## src/rtl/bios_loader.sv

```systemverilog
// Boot-time copy engine: streams the BIOS image from SPI flash into its SD-RAM shadow region.
// Define BIOS_LOADER_CHECKSUM_EN to add a 16-bit running CHECKSUM of every byte written.
module bios_loader #(
    parameter logic [23:0] SRC_ADDR   = 24'h10_0000,
    parameter logic [23:0] DST_ADDR   = 24'h70_0000,
    parameter logic [23:0] LENGTH     = 24'h02_4000,
    parameter int          FIFO_DEPTH = 4
) (
    input  logic        CLK,
    input  logic        RESET_n,
    input  logic        START,
    output logic        FLASH_CMD_REQ,
    output logic [23:0] FLASH_CMD_ADDR,
    output logic [23:0] FLASH_CMD_LEN,
    input  logic        FLASH_CMD_ACK,
    input  logic [7:0]  FLASH_DATA,
    input  logic        FLASH_VALID,
    output logic        FLASH_READY,
    output logic        RAM_REQ,
    output logic [23:0] RAM_ADDR,
    output logic [7:0]  RAM_WDATA,
    input  logic        RAM_ACK,
    output logic        BUSY,
    output logic        DONE
`ifdef BIOS_LOADER_CHECKSUM_EN
    ,
    output logic [15:0] CHECKSUM
`endif
);

    localparam int              PW        = (FIFO_DEPTH > 1) ? $clog2(FIFO_DEPTH) : 1;
    localparam int              CW        = PW + 1;
    localparam logic [CW-1:0]   FULL_CNT  = CW'(FIFO_DEPTH);
    localparam logic [23:0]     LAST_IDX  = LENGTH - 24'd1;

    typedef enum logic [1:0] {
        IDLE    = 2'd0,
        CMD     = 2'd1,
        COPY    = 2'd2,
        DONE_ST = 2'd3
    } state_t;

    state_t        state;
    logic [7:0]    fifo_mem [FIFO_DEPTH];
    logic [PW-1:0] wr_ptr;
    logic [PW-1:0] rd_ptr;
    logic [CW-1:0] fifo_cnt;
    logic [CW-1:0] fifo_cnt_nxt;
    logic          fifo_full;
    logic [23:0]   rx_cnt;
    logic [23:0]   wr_cnt;
    logic          cmd_req;
    logic          busy_q;
    logic          done_q;
    logic          flash_ready;
    logic          ram_req;
    logic          push;
    logic          pop;
    logic          start_ok;

    // Full flag is registered, so a pop in the same cycle does not reopen READY until the next one.
    assign flash_ready = (state == COPY) && !fifo_full && (rx_cnt < LENGTH);
    assign push        = FLASH_VALID && flash_ready;
    assign ram_req     = (state == COPY) && (fifo_cnt != '0);
    assign pop         = ram_req && RAM_ACK;
    assign start_ok    = START && ((state == IDLE) || (state == DONE_ST));

    always_comb begin
        fifo_cnt_nxt = fifo_cnt;
        if (push && !pop) begin
            fifo_cnt_nxt = fifo_cnt + 1'b1;
        end else if (!push && pop) begin
            fifo_cnt_nxt = fifo_cnt - 1'b1;
        end
    end

    always_ff @(posedge CLK) begin
        if (push) begin
            fifo_mem[wr_ptr] <= FLASH_DATA;
        end
    end

    always_ff @(posedge CLK or negedge RESET_n) begin
        if (!RESET_n) begin
            state     <= IDLE;
            wr_ptr    <= '0;
            rd_ptr    <= '0;
            fifo_cnt  <= '0;
            fifo_full <= 1'b0;
            rx_cnt    <= '0;
            wr_cnt    <= '0;
            cmd_req   <= 1'b0;
            busy_q    <= 1'b0;
            done_q    <= 1'b0;
        end else begin
            fifo_cnt  <= fifo_cnt_nxt;
            fifo_full <= (fifo_cnt_nxt == FULL_CNT);
            if (push) begin
                wr_ptr <= wr_ptr + 1'b1;
                rx_cnt <= rx_cnt + 24'd1;
            end
            if (pop) begin
                rd_ptr <= rd_ptr + 1'b1;
                wr_cnt <= wr_cnt + 24'd1;
            end
            case (state)
                IDLE, DONE_ST: begin
                    if (START) begin
                        rx_cnt <= '0;
                        wr_cnt <= '0;
                        if (LENGTH == 24'd0) begin
                            state  <= DONE_ST;
                            done_q <= 1'b1;
                        end else begin
                            state   <= CMD;
                            cmd_req <= 1'b1;
                            busy_q  <= 1'b1;
                            done_q  <= 1'b0;
                        end
                    end
                end
                CMD: begin
                    if (FLASH_CMD_ACK) begin
                        state   <= COPY;
                        cmd_req <= 1'b0;
                    end
                end
                COPY: begin
                    if (pop && (wr_cnt == LAST_IDX)) begin
                        state  <= DONE_ST;
                        busy_q <= 1'b0;
                        done_q <= 1'b1;
                    end
                end
                default: state <= IDLE;
            endcase
        end
    end

`ifdef BIOS_LOADER_CHECKSUM_EN
    logic [15:0] sum_q;

    always_ff @(posedge CLK or negedge RESET_n) begin
        if (!RESET_n) begin
            sum_q <= '0;
        end else if (start_ok) begin
            sum_q <= '0;
        end else if (pop) begin
            sum_q <= sum_q + {8'h00, fifo_mem[rd_ptr]};
        end
    end

    assign CHECKSUM = sum_q;
`endif

    assign FLASH_CMD_REQ  = cmd_req;
    assign FLASH_CMD_ADDR = cmd_req ? SRC_ADDR : '0;
    assign FLASH_CMD_LEN  = cmd_req ? LENGTH : '0;
    assign FLASH_READY    = flash_ready;
    assign RAM_REQ        = ram_req;
    assign RAM_ADDR       = ram_req ? (DST_ADDR + wr_cnt) : '0;
    assign RAM_WDATA      = ram_req ? fifo_mem[rd_ptr] : '0;
    assign BUSY           = busy_q;
    assign DONE           = done_q;

endmodule

```

## config.mk

```make
export PLATFORM = sky130hd
export DESIGN_NAME = bios_loader
export DESIGN_NICKNAME = d
export VERILOG_FILES = /design/src/rtl/bios_loader.sv
export SDC_FILE = /design/constraint.sdc
export NUM_CORES = 1
export LEC_CHECK = 0
export ABC_AREA = 1
export CORE_MARGIN = 2
export CORE_UTILIZATION = 53
export CTS_BUF_LIST = sky130_fd_sc_hd__clkbuf_16
export DETAILED_ROUTE_END_ITERATION = 6
export PLACE_DENSITY_LB_ADDON = 0.12
export SETUP_SLACK_MARGIN = 0.02
export SLEW_MARGIN = 5
export SYNTH_ARGS = -nofsm -noshare
export SYNTH_HDL_FRONTEND = slang
export SYNTH_SLANG_ARGS = --single-unit
```

## constraint.sdc

```tcl
create_clock -name CLK -period 2.74 [get_ports CLK]
set_clock_uncertainty 0.1 [all_clocks]
set_input_delay 0.411 -clock CLK [delete_from_list [all_inputs] [get_ports CLK]]
set_output_delay 0.411 -clock CLK [all_outputs]
set_load 0.1 [all_outputs]
```

Word level (Yosys, flattened, before mapping) --
Memories as Yosys holds them, arrays and structs flattened. Index checks and enable logic that the tools add are counted.
Operators by class: add/subtract/negate cells 7, reductions and logical operators 19, mux-type cells 26, equal/unequal tests 8, $lt $le $gt $ge 1
Operators by type and width (number):
- $mux W24 | 7
- $add A24 B1 Y24 const B | 2
- $add A23 B24 Y24 const A | 1
- $eq A24 B18 Y1 const B | 1
- $lt A24 B18 Y1 const B | 1
- $mux W21 | 1
- $mux W18 | 1
- $reduce_and A3 Y1 | 3
- $logic_and A1 B1 Y1 | 8
- $mux W8 | 1
- $mux W1 | 7
- $mux W2 | 3
- $mux W3 | 2
- $pmux W1 S2 | 3
- $pmux W2 S3 | 1
- $add A2 B1 Y2 const B | 2
- $eq A2 B2 Y1 const B | 2
- $ne A2 B2 Y1 const B | 2
- $reduce_bool A2 Y1 | 2
- $add A3 B1 Y3 const B | 1
- $eq A3 B3 Y1 const B | 1
- $logic_not A1 Y1 | 3
- $reduce_bool A3 Y1 | 1
- $sub A3 B1 Y3 const B | 1
- 4 further kinds | 4
Word-level totals: logic and storage cells 72, register bits after elaboration 61, memory bits (writable) 32, memories kept 1, input bits 14, output and inout port bits 85
Memories:
- fifo_mem | words 4, width 8, rd ports 1, clocked after memory_dff 0, write ports 1, line 44 | logic [7:0] fifo_mem [FIFO_DEPTH];

Logic depth before layout (Yosys ltp) --
word-level depth 9, depth in mapped cells 14, depth with buffers taken out 14

Least setup slack after synthesis --
OpenSTA, ideal clock, no wires.
path kind flip-flop to output port, start point reg state[0], end point out FLASH_READY, data arrival time 3771 ps, required time 2229 ps, stages on the path, launching flop included 7, buffers on the path 0, setup slack -1542 ps, cell sequence dfrtp_1 -> inv_1 -> ha_1 -> inv_2 -> nor2_2 -> nand2_1 -> nor4_1
Between the ends: word-level cells in the longest chain between the ends 3
RTL lines:
- start, declared | line 43 | state_t state;
- start signal, assigned | line 85 | state <= IDLE;
- start signal, assigned | line 112 | state <= DONE_ST;
- start signal, assigned | line 115 | state <= CMD;
- $eq A2 B2 Y1 | line 62 | assign flash_ready = (state == COPY) && !fifo_full && (rx_cnt < LENGTH);
- $logic_and A1 B1 Y1 (2 in series) | line 62
- end, declared | line 18 | output logic FLASH_READY,
Every way passes these cells.

Worst setup path in the final report --
start point reg fifo_cnt[0], end point out RAM_ADDR[23]
Between the ends: word-level cells in the longest chain between the ends 3
RTL lines:
- start, declared | line 47 | logic [CW-1:0] fifo_cnt;
- start signal, assigned | line 96 | fifo_cnt <= fifo_cnt_nxt;
- $reduce_bool A3 Y1 | line 64 | assign ram_req = (state == COPY) && (fifo_cnt != '0);
- $logic_and A1 B1 Y1 | line 64
- $mux W24 | line 161 | assign RAM_ADDR = ram_req ? (DST_ADDR + wr_cnt) : '0;
- end, declared | line 20 | output logic [23:0] RAM_ADDR,
Every way passes these cells.

==> impl_metrics.csv <==
group,metric,value,unit
status,outcome,"finished, final reports clean",
sta,finalHoldViolCount,0,
worst_setup_path,worst-r2r-cell-count,11,
synthesis,synth-edff-count,32,
run,drv.max_cap_violation_count,0,
global_routing,grt-ovfl-total,0,
cts,cts_post_setup_buffers_inserted,0,
place,place.detailed.instances,804,
synthesis,post_synth_inst_count,626,
layout,drive_above_1_share,16.7,%
synthesis,synth.top_cells.by_area,"dfrtp_1, edfxtp_1, nor2_1",
global_routing,grt_antenna_before_repair,0,
cts,clock_insertion_delay_worst_skew,340,ps
layout,commonest_non_fill_non_tap_cells_in_the_layout,"nor2_1, nand2_1, inv_1",
worst_hold_path,worst_hold_startpoint,"rx_cnt[22]$_DFF_PN0_",
layout,finalNetCount,712,
worst_setup_path,crit_path_category,"flip-flop to primary output",
cts,ctsRootBufferMaster,"clkbuf_16",
synthesis,asr_flop_ratio_synth,65.6,%
synthesis,synth_top_area_cell,"dfrtp_1",
worst_setup_path,timing.critical_path.required,2230,ps
worst_setup_path,timing.critical_path.fanout_max,27,
detailed_routing,route.detailed.drc,0,
cts,clock_tree.buffer_depth,2,
place,dp_worst_setup_slack,431,ps
sta,total_of_endpoints_with_negative_setup_slack_in_the_final_report,0,
worst_setup_path,crit-reg2reg-capture,"rx_cnt[15]$_DFF_PN0_",
synthesis,area_of_the_mapped_netlist,5180,µm²
worst_setup_path,arrival,2070,ps
cts,cts.sinks,93,
worst_setup_path,element_type_at_the_critical_path_end,"primary output",
synthesis,most_used_flip_flop_cell_after_synthesis,"dfrtp_1",
worst_setup_path,worstSetupStartpoint,"fifo_cnt[0]$_DFF_PN0_",
place,place_congestion,0.874,
synthesis,synth.ff_latch_count,93,
detailed_routing,drtAntennaViolNets,0,
synthesis,synth_sequential_area_ratio,48.0,%
die,design.core.area,9640,µm²
cts,cts_inserted_buffers,9,
cts,cts_htree_levels,3,
die,design.die.area,10600,µm²
detailed_routing,dr.pass1.iters,4,
sta,grt_setup_unrepaired,"no",
layout,area_growth_syn_to_layout,23.8,%
detailed_routing,wirelength,10100,µm
detailed_routing,wl_per_cell,12.3,µm
synthesis,yosys.cell_types.count,39,
sta,fin_tns_setup,0,ps
worst_setup_path,timing.rr.start,"state[0]$_DFFE_PN0P_",
layout,sequential_cell_area,2490,µm²
die,placement_rows,36,
place,detailedPlacementHpwl,7440,µm
die,die_w,103,µm
sta,min_period_over_period,94.0,%
sta,fin_hold_ws,392,ps
sta,max_slew_margin,66.3,%
synthesis,yosys_warnings,0,
global_routing,grt_max_degree,30,
worst_setup_path,crit_path_start_kind,"flip-flop",
sta,finalCriticalPeriod,2580,ps
power_and_ir_drop,power_per_cell_area,935,nW/µm²
synthesis,synth.top_cell.area_share,29.4,%
cts,cts_tree,"built",
sta,max_freq,0.388,GHz
power_and_ir_drop,p_leak,2.88,nW
layout,final.fill_count,764,
layout,layout.cells.most_common,"nor2_1",
sta,worstMarginPinSlew,505,ps
die,die_h,103,µm
worst_hold_path,worst_hold_path_type,"flip-flop to flip-flop",
power_and_ir_drop,worst_ir_drop_vdd,785,µV
global_routing,grt_use_total,20.4,%
detailed_routing,via_count,3990,
worst_setup_path,ff2ff_setup_slack,420,ps
detailed_routing,drt_iter0_markers,166,
layout,antenna_cells,0,
synthesis,post_synth.cell_area_avg,8.28,µm²
layout,finish.cell_count_without_fillers,821,
power_and_ir_drop,p_total,5.99,mW
place,port_buffers,53,
die,design.portCount,99,
worst_hold_path,hold_path_depth,2,
die,initial_core_util,53.8,%
global_routing,first_global_vias,3686,
cts,clk_transition_reported_paths,70,ps
sta,timing.final.max_slew_violations,0,
sta,final.setup.worst_slack,164,ps
worst_hold_path,min_to,"rx_cnt[22]$_DFF_PN0_",
detailed_routing,via_per_inst,4.86,
global_routing,global_route_wire_length_before_repair,16800,µm
layout,multi_input_area,2180,µm²
==> cell usage after synthesis (all sizes together) (9+ instances only) <==
master and count:
nor2 141, nand2 92, inv 86, dfrtp 61
buf 51, o21ai 40, edfxtp 32, a21oi 29
nand3 22, ha 15, clkbuf 11, nor3 11
xor2 10, nand4 9
==> report_power, final <==
part           internal, mW  switching (mW)
combinational         0.826            2.18
sequential             1.60           0.156
clock                 0.648           0.585
total                  3.08            2.92
==> layer usage <==
metal | vias up | track usage [%] | part of all wire (%)
met1 | 1857 | 28.0 | 47
met3 | 12 | 3.80 | 4.4
li1 | 1999 | - | -
met2 | 122 | 33.1 | 47
met4 | 0 | 6.07 | 1.2
met5 | - | 0 | 0
==> repair_timing <==
item,CTS,global route
gates resized for setup,0,1
setup endpoints to repair,0,7
hold endpoints to repair,18,0
hold buffers,1,0
==> kinds of logic (layout without fill, tap and decap cells) <==
| logic type | after synthesis | count (layout) | share of synthesized area, % |
|---|---|---|---|
| flip-flops | 93 | 93 | 48.0 |
| AND/OR/NAND/NOR | 281 | 281 | 24.3 |
| XOR/XNOR | 12 | 12 | 2.03 |
| AO/OA/AOI/OAI | 75 | 75 | 7.46 |
| other | 1 | 45 | 0.0723 |
| buffers and inverters | 149 | 167 | 14.6 |
| adder cells (fa/ha/maj) | 15 | 15 | 3.62 |
==> state kept, by name, indices dropped and copies added (netlist names), 2 cells and up <==
name      flops
wr_cnt       24
rx_cnt       24
fifo_mem     32
wr_ptr        2
fifo_cnt      3
rd_ptr        2
state         2
==> worst max-delay path, cell delays in order, from the launching register on <==
cell     delay (ps)
dfrtp_1         380
inv_1            80
ha_1            200
ha_1            170
inv_1            80
nand2_4         120
buf_12          200
nor3_2          260
buf_12          210
==> cell type report <==
cell class / instances / area share [%]
Clock inverter: 7 / 1.25
Clock buffer: 9 / 3.51
Sequential cell: 93 / 38.8
Inverter: 87 / 5.09
Tap cell: 133 / 2.59
Multi-Input combinational cell: 428 / 34.0
Timing Repair Buffer: 64 / 14.8
==> stage by stage <==
step / utilization [%] / instance area, µm²
3_3_place_gp: 63.3 / 6100
3_5_place_dp: 63.3 / 6100
4_1_cts: 66.5 / 6410
6_report: 66.5 / 6410
2_1_floorplan: - / 5420
5_1_grt: 66.5 / 6410
==> worst max-delay path by stage <==
| stage | end | slack, ps |
|---|---|---|
| floorplan | FLASH_READY | -390 |
| global placement | wr_cnt[15]$_DFF_PN0_ | 490 |
| detailed placement | rx_cnt[15]$_DFF_PN0_ | 430 |
| CTS | RAM_WDATA[1] | 140 |
| global route | RAM_WDATA[2] | 50 |
| finish | RAM_ADDR[23] | 160 |
Power figures use the tool's default switching activity.
